`src/rtl/ext_mem_loader_if.sv`:
```
// Host/loader signal bundle: command inputs, input/output word streams,
// both CPU ext memory ports and CPU control. Every handshake is valid/ready:
// a word moves on a rising edge where valid and ready are both high; the
// sender holds valid and data stable until then, and ready may be high
// before, or in the same cycle as, valid.
interface ext_mem_loader_if #(
  parameter int CNT_W = 16,
  parameter int RUN_W = 32
);
  logic             start;
  logic [CNT_W-1:0] imem_words;
  logic [CNT_W-1:0] dmem_words;
  logic [RUN_W-1:0] run_cycles;
  logic [CNT_W-1:0] dump_words;
  logic             in_valid;
  logic             in_ready;
  logic [63:0]      in_data;
  logic             out_valid;
  logic             out_ready;
  logic [63:0]      out_data;
  logic [63:0]      addr_ext;
  logic             wen_ext;
  logic             ren_ext;
  logic [31:0]      wdata_ext;
  logic [63:0]      addr_ext_2;
  logic             wen_ext_2;
  logic             ren_ext_2;
  logic [63:0]      wdata_ext_2;
  logic [63:0]      rdata_ext_2;
  logic             cpu_arst_n;
  logic             cpu_enable;
  logic             busy;
  logic             done;

  modport master (
    input  start, imem_words, dmem_words, run_cycles, dump_words,
    input  in_valid, in_data, out_ready, rdata_ext_2,
    output in_ready, out_valid, out_data,
    output addr_ext, wen_ext, ren_ext, wdata_ext,
    output addr_ext_2, wen_ext_2, ren_ext_2, wdata_ext_2,
    output cpu_arst_n, cpu_enable, busy, done
  );

  modport slave (
    output start, imem_words, dmem_words, run_cycles, dump_words,
    output in_valid, in_data, out_ready, rdata_ext_2,
    input  in_ready, out_valid, out_data,
    input  addr_ext, wen_ext, ren_ext, wdata_ext,
    input  addr_ext_2, wen_ext_2, ren_ext_2, wdata_ext_2,
    input  cpu_arst_n, cpu_enable, busy, done
  );
endinterface

```
`src/rtl/ext_mem_loader.sv`:
```
// Loads instruction and data memory through the CPU ext ports, runs the CPU
// for a programmed number of cycles, then streams a data-memory window out.
module ext_mem_loader #(
  parameter int CNT_W       = 16,
  parameter int RUN_W       = 32,
  parameter int IMEM_STRIDE = 4,
  parameter int DMEM_STRIDE = 8
) (
  input  logic               clk,
  input  logic               rst,
  ext_mem_loader_if.master   bus,
  output logic [2:0]         dbg_state_o
);

  typedef enum logic [2:0] {
    IDLE, LOAD_I, LOAD_D, RUN, DUMP_RD, DUMP_CAP, DUMP_OUT, DONE
  } state_t;

  state_t           state_q;
  logic [CNT_W-1:0] i_left_q, d_left_q, dump_left_q;
  logic [RUN_W-1:0] run_left_q;
  logic [63:0]      i_addr_q, d_addr_q;
  logic             in_ready_q, out_valid_q;
  logic [63:0]      out_data_q;
  logic [63:0]      addr_ext_q, addr_ext_2_q;
  logic             wen_ext_q, wen_ext_2_q, ren_ext_2_q;
  logic [31:0]      wdata_ext_q;
  logic [63:0]      wdata_ext_2_q;
  logic             cpu_arst_n_q, cpu_enable_q, busy_q, done_q;

  logic in_hs, out_hs;
  assign in_hs  = bus.in_valid & in_ready_q;
  assign out_hs = out_valid_q & bus.out_ready;

  always_ff @(posedge clk) begin
    if (rst) begin
      state_q       <= IDLE;
      i_left_q      <= '0;
      d_left_q      <= '0;
      dump_left_q   <= '0;
      run_left_q    <= '0;
      i_addr_q      <= '0;
      d_addr_q      <= '0;
      in_ready_q    <= 1'b0;
      out_valid_q   <= 1'b0;
      out_data_q    <= '0;
      addr_ext_q    <= '0;
      addr_ext_2_q  <= '0;
      wen_ext_q     <= 1'b0;
      wen_ext_2_q   <= 1'b0;
      ren_ext_2_q   <= 1'b0;
      wdata_ext_q   <= '0;
      wdata_ext_2_q <= '0;
      cpu_arst_n_q  <= 1'b0;
      cpu_enable_q  <= 1'b0;
      busy_q        <= 1'b0;
      done_q        <= 1'b0;
    end else begin
      // Memory strobes and done are single-cycle pulses unless re-armed below.
      wen_ext_q   <= 1'b0;
      wen_ext_2_q <= 1'b0;
      ren_ext_2_q <= 1'b0;
      done_q      <= 1'b0;
      case (state_q)
        IDLE: begin
          if (bus.start) begin
            busy_q      <= 1'b1;
            i_left_q    <= bus.imem_words;
            d_left_q    <= bus.dmem_words;
            run_left_q  <= bus.run_cycles;
            dump_left_q <= bus.dump_words;
            i_addr_q    <= '0;
            d_addr_q    <= '0;
            if (bus.imem_words != '0) begin
              state_q      <= LOAD_I;
              in_ready_q   <= 1'b1;
              cpu_arst_n_q <= 1'b0;
            end else if (bus.dmem_words != '0) begin
              state_q      <= LOAD_D;
              in_ready_q   <= 1'b1;
              cpu_arst_n_q <= 1'b0;
            end else begin
              state_q      <= RUN;
              cpu_arst_n_q <= 1'b1;
            end
          end
        end
        LOAD_I: begin
          if (in_hs) begin
            wen_ext_q   <= 1'b1;
            addr_ext_q  <= i_addr_q;
            wdata_ext_q <= bus.in_data[31:0];
            i_addr_q    <= i_addr_q + 64'(IMEM_STRIDE);
            i_left_q    <= i_left_q - 1'b1;
            if (i_left_q == CNT_W'(1)) begin
              if (d_left_q != '0) begin
                state_q <= LOAD_D;
              end else begin
                state_q      <= RUN;
                in_ready_q   <= 1'b0;
                cpu_arst_n_q <= 1'b1;
              end
            end
          end
        end
        LOAD_D: begin
          if (in_hs) begin
            wen_ext_2_q   <= 1'b1;
            addr_ext_2_q  <= d_addr_q;
            wdata_ext_2_q <= bus.in_data;
            d_addr_q      <= d_addr_q + 64'(DMEM_STRIDE);
            d_left_q      <= d_left_q - 1'b1;
            if (d_left_q == CNT_W'(1)) begin
              state_q      <= RUN;
              in_ready_q   <= 1'b0;
              cpu_arst_n_q <= 1'b1;
            end
          end
        end
        RUN: begin
          // The entry cycle carries the last load write, so enable starts one cycle later.
          if (run_left_q == '0) begin
            cpu_enable_q <= 1'b0;
            if (dump_left_q != '0) begin
              state_q      <= DUMP_RD;
              ren_ext_2_q  <= 1'b1;
              addr_ext_2_q <= '0;
              d_addr_q     <= 64'(DMEM_STRIDE);
            end else begin
              state_q <= DONE;
              done_q  <= 1'b1;
            end
          end else begin
            cpu_enable_q <= 1'b1;
            run_left_q   <= run_left_q - 1'b1;
          end
        end
        DUMP_RD: begin
          state_q <= DUMP_CAP;
        end
        DUMP_CAP: begin
          out_data_q  <= bus.rdata_ext_2;
          out_valid_q <= 1'b1;
          state_q     <= DUMP_OUT;
        end
        DUMP_OUT: begin
          if (out_hs) begin
            out_valid_q <= 1'b0;
            dump_left_q <= dump_left_q - 1'b1;
            if (dump_left_q == CNT_W'(1)) begin
              state_q <= DONE;
              done_q  <= 1'b1;
            end else begin
              state_q      <= DUMP_RD;
              ren_ext_2_q  <= 1'b1;
              addr_ext_2_q <= d_addr_q;
              d_addr_q     <= d_addr_q + 64'(DMEM_STRIDE);
            end
          end
        end
        DONE: begin
          busy_q  <= 1'b0;
          state_q <= IDLE;
        end
        default: state_q <= IDLE;
      endcase
    end
  end

  assign bus.in_ready    = in_ready_q;
  assign bus.out_valid   = out_valid_q;
  assign bus.out_data    = out_data_q;
  assign bus.addr_ext    = addr_ext_q;
  assign bus.wen_ext     = wen_ext_q;
  assign bus.ren_ext     = 1'b0;
  assign bus.wdata_ext   = wdata_ext_q;
  assign bus.addr_ext_2  = addr_ext_2_q;
  assign bus.wen_ext_2   = wen_ext_2_q;
  assign bus.ren_ext_2   = ren_ext_2_q;
  assign bus.wdata_ext_2 = wdata_ext_2_q;
  assign bus.cpu_arst_n  = cpu_arst_n_q;
  assign bus.cpu_enable  = cpu_enable_q;
  assign bus.busy        = busy_q;
  assign bus.done        = done_q;
  assign dbg_state_o     = state_q;

endmodule

```
`src/flat_wrapper.sv`:
```
// flat-port wrapper written by rule: the top's interface ports become plain ports
module ext_mem_loader_flat 
#(
  parameter int CNT_W       = 16,
  parameter int RUN_W       = 32,
  parameter int IMEM_STRIDE = 4,
  parameter int DMEM_STRIDE = 8
)
  (clk, rst, dbg_state_o, bus_start, bus_imem_words, bus_dmem_words, bus_run_cycles, bus_dump_words, bus_in_valid, bus_in_data, bus_out_ready, bus_rdata_ext_2, bus_in_ready, bus_out_valid, bus_out_data, bus_addr_ext, bus_wen_ext, bus_ren_ext, bus_wdata_ext, bus_addr_ext_2, bus_wen_ext_2, bus_ren_ext_2, bus_wdata_ext_2, bus_cpu_arst_n, bus_cpu_enable, bus_busy, bus_done);
  ext_mem_loader_if #(.CNT_W(CNT_W), .RUN_W(RUN_W)) bus_i ();
  input  logic clk;
  input  logic rst;
  output logic [2:0] dbg_state_o;
  input wire logic [$bits(bus_i.start)-1:0] bus_start;
  input wire logic [$bits(bus_i.imem_words)-1:0] bus_imem_words;
  input wire logic [$bits(bus_i.dmem_words)-1:0] bus_dmem_words;
  input wire logic [$bits(bus_i.run_cycles)-1:0] bus_run_cycles;
  input wire logic [$bits(bus_i.dump_words)-1:0] bus_dump_words;
  input wire logic [$bits(bus_i.in_valid)-1:0] bus_in_valid;
  input wire logic [$bits(bus_i.in_data)-1:0] bus_in_data;
  input wire logic [$bits(bus_i.out_ready)-1:0] bus_out_ready;
  input wire logic [$bits(bus_i.rdata_ext_2)-1:0] bus_rdata_ext_2;
  output wire logic [$bits(bus_i.in_ready)-1:0] bus_in_ready;
  output wire logic [$bits(bus_i.out_valid)-1:0] bus_out_valid;
  output wire logic [$bits(bus_i.out_data)-1:0] bus_out_data;
  output wire logic [$bits(bus_i.addr_ext)-1:0] bus_addr_ext;
  output wire logic [$bits(bus_i.wen_ext)-1:0] bus_wen_ext;
  output wire logic [$bits(bus_i.ren_ext)-1:0] bus_ren_ext;
  output wire logic [$bits(bus_i.wdata_ext)-1:0] bus_wdata_ext;
  output wire logic [$bits(bus_i.addr_ext_2)-1:0] bus_addr_ext_2;
  output wire logic [$bits(bus_i.wen_ext_2)-1:0] bus_wen_ext_2;
  output wire logic [$bits(bus_i.ren_ext_2)-1:0] bus_ren_ext_2;
  output wire logic [$bits(bus_i.wdata_ext_2)-1:0] bus_wdata_ext_2;
  output wire logic [$bits(bus_i.cpu_arst_n)-1:0] bus_cpu_arst_n;
  output wire logic [$bits(bus_i.cpu_enable)-1:0] bus_cpu_enable;
  output wire logic [$bits(bus_i.busy)-1:0] bus_busy;
  output wire logic [$bits(bus_i.done)-1:0] bus_done;
  assign bus_i.start = bus_start;
  assign bus_i.imem_words = bus_imem_words;
  assign bus_i.dmem_words = bus_dmem_words;
  assign bus_i.run_cycles = bus_run_cycles;
  assign bus_i.dump_words = bus_dump_words;
  assign bus_i.in_valid = bus_in_valid;
  assign bus_i.in_data = bus_in_data;
  assign bus_i.out_ready = bus_out_ready;
  assign bus_i.rdata_ext_2 = bus_rdata_ext_2;
  assign bus_in_ready = bus_i.in_ready;
  assign bus_out_valid = bus_i.out_valid;
  assign bus_out_data = bus_i.out_data;
  assign bus_addr_ext = bus_i.addr_ext;
  assign bus_wen_ext = bus_i.wen_ext;
  assign bus_ren_ext = bus_i.ren_ext;
  assign bus_wdata_ext = bus_i.wdata_ext;
  assign bus_addr_ext_2 = bus_i.addr_ext_2;
  assign bus_wen_ext_2 = bus_i.wen_ext_2;
  assign bus_ren_ext_2 = bus_i.ren_ext_2;
  assign bus_wdata_ext_2 = bus_i.wdata_ext_2;
  assign bus_cpu_arst_n = bus_i.cpu_arst_n;
  assign bus_cpu_enable = bus_i.cpu_enable;
  assign bus_busy = bus_i.busy;
  assign bus_done = bus_i.done;
  ext_mem_loader #(.CNT_W(CNT_W), .RUN_W(RUN_W), .IMEM_STRIDE(IMEM_STRIDE), .DMEM_STRIDE(DMEM_STRIDE)) u_core (.clk(clk), .rst(rst), .bus(bus_i), .dbg_state_o(dbg_state_o));
endmodule
```
`config.mk`:
```
export PLATFORM = sky130hd
export DESIGN_NAME = ext_mem_loader_flat
export DESIGN_NICKNAME = d
export VERILOG_FILES = /design/src/rtl/ext_mem_loader_if.sv /design/src/rtl/ext_mem_loader.sv /design/src/flat_wrapper.sv
export SDC_FILE = /design/constraint.sdc
export NUM_CORES = 1
export LEC_CHECK = 0
export CORE_ASPECT_RATIO = 2
export CORE_UTILIZATION = 45
export DETAILED_ROUTE_END_ITERATION = 12
export PLACE_DENSITY = 0.76
export SLEW_MARGIN = 0
export SYNTH_ARGS = -nofsm -noshare
export SYNTH_HDL_FRONTEND = slang
export SYNTH_SLANG_ARGS = --single-unit
```
`constraint.sdc`:
```
create_clock -name clk -period 4.14 [get_ports clk]
set_input_delay 0.621 -clock clk [delete_from_list [all_inputs] [get_ports clk]]
set_output_delay 0.621 -clock clk [all_outputs]
set_load 0.02 [all_outputs]
```
**Word-level counts from Yosys, hierarchy flattened**

Index checks and enable logic that the tools add are counted.

- Input port bits: 213
- Logic and storage cells: 157
- Output and inout bits: 301
- Register bits: 508

- $add $sub $neg: 6
- Equality and inequality tests: 22
- Mux-type cells: 74
- Reduce and logical (&&, ||, !) cells: 30
- Bitwise gates (word level): 4

Operator list:

| kind | number |
|---|---|
| 64-bit 2-to-1 mux | 12 |
| 64-bit case mux with 4 select lines | 1 |
| 64-bit case mux with 3 select lines | 1 |
| 64-bit case mux with 2 select lines | 1 |
| 16-bit 2-to-1 mux | 6 |
| 16-bit case mux with 2 select lines | 3 |
| 64-bit by 3-bit adder with 64-bit output (second input constant) | 1 |
| 64-bit by 4-bit adder with 64-bit output (second input constant) | 1 |
| 32-bit 2-to-1 mux | 2 |
| 32-bit case mux with 2 select lines | 1 |
| 16-bit nonzero test | 4 |
| 16-bit by 1-bit == test with 1-bit output (second input constant) | 3 |
| 16-bit by 1-bit subtractor with 16-bit output (second input constant) | 3 |
| 32-bit zero test | 1 |
| 32-bit by 1-bit subtractor with 32-bit output (second input constant) | 1 |
| 1-bit 2-to-1 mux | 30 |
| 3-bit 2-to-1 mux | 8 |
| 3-bit case mux with 8 select lines | 1 |
| 7-bit AND reduction | 3 |
| 2-bit by 1-bit inequality test with 1-bit output (second input constant) | 7 |
| 3-bit == test (second input constant) | 4 |
| 3-bit AND reduction | 4 |
| 2-bit nonzero test | 6 |
| 2-bit inequality test (second input constant) | 4 |
| other kinds (15) | 28 |

**Depth between registers and ports, before layout**

- Word-level depth: 5
- Gate-level depth with buffers: 11
- Mapped depth without buffers: 8

**Least setup slack after synthesis**

No wires, ideal clock.

- Path type: reg2reg
- Start: register u_core.run_left_q[0]
- End: register u_core.d_addr_q[54]
- Setup time: 0.125 ns
- Cell stages (with the launch flop): 12
- Buffers on the path: 3
- Slack: 1.458 ns
- Required time: 4.015 ns
- Data arrival time: 2.557 ns
- Cells stage by stage: dfxtp_1 -> inv_1 -> ha_1 -> or4b_1 -> nor3_1 -> nand4_2 -> a2111oi_0 -> or2_2 -> clkbuf_1 -> buf_2 -> buf_2 -> a21oi_1

- Word-level cells in the longest chain between the ends: 3

Ends and longest elaborated chain:

| item | line | text |
|---|---|---|
| start: declaration | ext_mem_loader.sv:21 | `logic [RUN_W-1:0] run_left_q;` |
| start signal: assignment | ext_mem_loader.sv:70 | `run_left_q <= bus.run_cycles;` |
| start signal: assignment | ext_mem_loader.sv:135 | `run_left_q <= run_left_q - 1'b1;` |
| 32-bit zero test | ext_mem_loader.sv:122 | `if (run_left_q == '0) begin` |
| 2-bit by 1-bit inequality test with 1-bit output (no source line) | - |  |
| 7-bit AND reduction (no source line) | - |  |
| end signal: assignment | ext_mem_loader.sv:111 | `d_addr_q <= d_addr_q + 64'(DMEM_STRIDE);` |
| end signal: assignment | ext_mem_loader.sv:128 | `d_addr_q <= 64'(DMEM_STRIDE);` |
| end signal: assignment | ext_mem_loader.sv:157 | `d_addr_q <= d_addr_q + 64'(DMEM_STRIDE);` |
| end: declaration | ext_mem_loader.sv:22 | `logic [63:0] i_addr_q, d_addr_q;` |

Every way passes these cells.
A chain may end at the register's enable or synchronous reset.

**Worst setup path in the final report**

- Start: register u_core.dump_left_q[2]
- End: register u_core.addr_ext_2_q[22] (netlist: u_core.bus.addr_ext_2[22])

- Word-level cells in the longest chain between the ends: 3
- Elaborated cells on any way between the ends: 5
- Those cells by class: eq/ne (3); reduce/logical (2)

Ends and longest elaborated chain:

| item | line | text |
|---|---|---|
| start: declaration | ext_mem_loader.sv:20 | `logic [CNT_W-1:0] i_left_q, d_left_q, dump_left_q;` |
| start signal: assignment | ext_mem_loader.sv:71 | `dump_left_q <= bus.dump_words;` |
| start signal: assignment | ext_mem_loader.sv:149 | `dump_left_q <= dump_left_q - 1'b1;` |
| 16-bit by 1-bit == test with 1-bit output or 16-bit nonzero test (tied branches) | ext_mem_loader.sv:150, ext_mem_loader.sv:124 |  |
| 2-bit inequality test (no source line) or 2-bit by 1-bit inequality test with 1-bit output (tied branches) | - |  |
| 6-bit AND reduction (no source line) (*) | - |  |
| end signal: assignment | ext_mem_loader.sv:109 | `addr_ext_2_q <= d_addr_q;` |
| end signal: assignment | ext_mem_loader.sv:156 | `addr_ext_2_q <= d_addr_q;` |
| end: declaration | ext_mem_loader.sv:25 | `logic [63:0] addr_ext_q, addr_ext_2_q;` |

Mark *: on every way between the ends. The rest lies on a longest branch, timed or not.

==> results by group <==
Cells and area
  • Final instance area: around 0.029 mm2
  • Filler cells: 4190
  • Layout cells sized above 1: 4.635%
  • Layout area overhead: 32.51%
  • Finished Core Util: between 60 and 70%
  • Post-layout net count: 3404
  • Cell Count, Final, Fillers Out: between 3000 and 4000

Yosys
  • Mapped cell area: approximately 0.022 mm2
  • Post-synth cell types: 70
  • Ys flop type: dfxtp_1
  • Most numerous cell in the Yosys netlist: nand2_1
  • Share of the synthesized area in the top cell type: 46.05%
  • Seq/Total Area, Yosys: a little under half
  • Synth Register Bits: around 500
  • Commonest cells in the netlist: nand2_1, dfxtp_1, a21oi_1
  • Synth top area cells: dfxtp_1, a21oi_1, nand2_1, o21ai_0, clkbuf_1
  • Mean Syn Cell Area: just under 8 um2
  • Post-synthesis instance total: between 2000 and 3000
  • Async SR Flop Fraction: 0%
  • Post-synth EDFFs: 0
  • Area leader, netlist: dfxtp_1
  • Yosys warning total: 0

Clock network
  • Clock root buffer: clkbuf_16
  • CTS tree: done
  • # resized after CTS: 0
  • Clk_lat worst skew: 600 ps
  • Worst-path clk slew: 70 ps
  • CTS Buf Count: 45
  • Clock tree sinks: roughly 500
  • CTS Buffer Depth: 3
  • H-tree depth: 2
  • Buffer count from post-CTS setup fixing: 0
  • Hold-fix buffers, CTS: 0

Global route
  • Pin count of the biggest net entering global routing: about 200
  • First-pass GRT wire length: approximately 110000 um
  • Total GRT Usage: roughly 29%
  • Global route overflow: 0
  • Vias in the first global route: around 21000
  • Initial antenna violation count: 12

Setup path
  • Worst R2R Start: u_core.dump_left_q[2]$_SDFFE_PP0P_
  • Setup crit start kind: flop
  • Worst reg2reg path depth: 7
  • Slowest-stage cell, CP: o21a_1
  • CP max FO: 40
  • CP Class: flop to flop
  • Crit path largest cell delay: 970 ps
  • FF-to-FF setup slack: around 810 ps
  • CP arrival: ~3800 ps
  • Crit-path cells: nor4_1 -> nand4_1 -> nor2_1 -> o21a_1 -> buf_4 -> o21ai_0 -> a21oi_1
  • Kind of end point of the critical path: flop
  • Worst Path Required: around 4600 ps
  • Worst r2r dst: u_core.bus.addr_ext_2[22]$_SDFFE_PP0P_

Power and ir drop
  • Leakage: ~9.3 nW
  • Cell Int Power: around 8.6 mW
  • Logic gate share of total power: a little under a quarter
  • PwrDens: 447.2 mW/mm2
  • NetSw: roughly 4.2 mW
  • Overall Power: around 13 mW
  • Switching Fraction: approximately a third
  • Reg power frac: 41.5%
  • Clk pwr share: 34.9%
  • Maximum vdd drop: approximately 0.35 mV

Die
  • Initial Util: 45.57%
  • Die width: about 160 um
  • Height of the chip: 312.2 um
  • Core area: between 0.04 and 0.05 mm2
  • Die area: slightly below 0.05 mm2
  • Ports: roughly 500
  • Row count: 113

Timing
  • Setup Viol. Count Final: 0
  • Final slew viol count: 0
  • Hold Fails Final Rpt: 0
  • Crit share post-route: between 80% and 90%
  • Setup TNS: 0 ps
  • RSZ-0062 raised after global routing: no
  • Relative slew margins: approximately a fifth
  • Fmax: approximately 0.30 GHz
  • Layout Skew: 25.05 ps
  • Minimum clock period after layout: approximately 3300 ps
  • Worst-Margin Slew: roughly 1200 ps

Placement
  • Number of I/O port buffers: roughly 510
  • Inst Count DP: roughly 3800
  • Detailed Place HPWL: between 50000 and 60000 um
  • DP Area: about 0.027 mm2
  • GP Congestion: between 0.9 and 1

Detailed routing
  • Drc violations: 0
  • Post-Route WL: around 72000 um
  • Starting DRT DRC Count: about 1700
  • Drt pass-1 iters: 6
  • DR vias: 22000
  • Post-DR wirelength/cell: around 19 um
  • Antenna-violating nets left: 0
  • Vias/cell: around 5.7

Flow run
  • MaxCap Viol Count: 0

Min path
  • Hold Path End: u_core.bus.wdata_ext_2[58]$_SDFFE_PP0P_
  • Hold Path Cell Cnt: 2
  • Worst Hold Class: flop to flop
  • Min-delay src: u_core.bus.wdata_ext_2[58]$_SDFFE_PP0P_

Run status
  • Status: complete, no violations
[critical path, delay by kind of cell, from the launching register on]
family	cells	cell delay (ps)
and+or+nand+nor	3	1260
AOI/OAI and AO/OA	3	1240
buffers and inverters	1	380
DFF	1	360
[cell families (layout without fill, tap and decap cells)]
logic type | count (synthesis) | count (layout) | share of synthesized area, %
and+or+nand+nor | 1191 | 1191 | 25.99
AOI/OAI and AO/OA | 793 | 793 | 20.52
DFF | 498 | 498 | 46.05
buffers and inverters | 257 | 663 | 4.618
xor gates and xnor gates | 50 | 50 | 2.023
adders and majority gates | 11 | 11 | 0.6358
muxes | 3 | 3 | 0.1445
other | 1 | 18 | 0.01732
[layout make-up]
type | count | area (um2) | area share, %
Timing Repair Buffer | 539 | 5383 | 18.76
Clock inverter | 16 | 210.2 | 0.7328
Tap cell | 632 | 790.8 | 2.757
Inverter | 42 | 157.7 | 0.5496
Multi-Input combinational cell | 2054 | 10790 | 37.61
Sequential cell | 498 | 9970 | 34.75
Clock buffer | 66 | 1355 | 4.724
Antenna cell | 12 | 30.03 | 0.1047
[cells in the final DEF (no fill, tap or decap), drive strengths merged, types with 28 or more instances in the layout]
cell type and n:
clkbuf 66, dfxtp 498, nand2 583, nand3 54, buf 33, xor2 28, inv 46, nor3 44
o31ai 36, clkdlybuf4s50 506, nor2 171, or4 35, nand4 110, o21ai 187, nor4 33, or3 57
a21oi 442
[per-stage QoR]
stage	setup slack (ps)	hold WS, ps
floorplan	1458	437.1
global placement	754.1	440.8
detailed placement	655.9	445.3
CTS	841.6	455.0
global route	505.7	471.0
finish	813.3	453.8
[registers in the layout, indices dropped and copies added, names as in the netlist, 3 cells and up]
| name | count |
|---|---|
| u_core.dump_left_q | 16 |
| u_core.run_left_q | 32 |
| u_core.d_addr_q | 61 |
| u_core.bus.wdata_ext | 32 |
| u_core.bus.addr_ext | 62 |
| u_core.dbg_state_o | 3 |
| u_core.bus.addr_ext_2 | 61 |
| u_core.bus.out_data | 64 |
| u_core.i_addr_q | 62 |
| u_core.bus.wdata_ext_2 | 64 |
| u_core.i_left_q | 16 |
| u_core.d_left_q | 16 |
[per-layer routing]
layer	routed length, um	up-vias	global-route usage [%]
met3	5056	158	5.643
met2	36430	840	50.73
met5	23	-	0
met4	3187	4	13.97
met1	27430	10350	32.08
li1	-	10640	-
[how the worst max path moves through the flow]
| stage | end | slack [ps] | startpoint |
|---|---|---|---|
| after detailed placement | u_core.d_addr_q[32]$_SDFFE_PP0P_ | 660 | bus_start |
| final | u_core.bus.addr_ext_2[22]$_SDFFE_PP0P_ | 810 | u_core.dump_left_q[2]$_SDFFE_PP0P_ |
| after floorplan | u_core.d_addr_q[54]$_SDFFE_PP0P_ | 1460 | u_core.run_left_q[0]$_SDFFE_PP0P_ |
| after CTS | u_core.bus.addr_ext_2[22]$_SDFFE_PP0P_ | 840 | u_core.dump_left_q[7]$_SDFFE_PP0P_ |
| after global routing | u_core.bus.addr_ext_2[21]$_SDFFE_PP0P_ | 510 | u_core.dump_left_q[2]$_SDFFE_PP0P_ |
| after global placement | u_core.d_addr_q[26]$_SDFFE_PP0P_ | 750 | bus_start |
[power groups by stage]
| stage | clock [mW] | sequential [mW] | combinational [mW] |
|---|---|---|---|
| finish | 4.48 | 5.32 | 3.03 |
| global route | 4.72 | 5.35 | 3.33 |
| CTS | 4.55 | 5.31 | 3.01 |
| detailed placement | 0 | 5.41 | 3.00 |
| global placement | 0 | 5.40 | 2.92 |
| floorplan | 0 | 5.38 | 1.99 |
No activity file was read; power rests on OpenSTA's default activity.
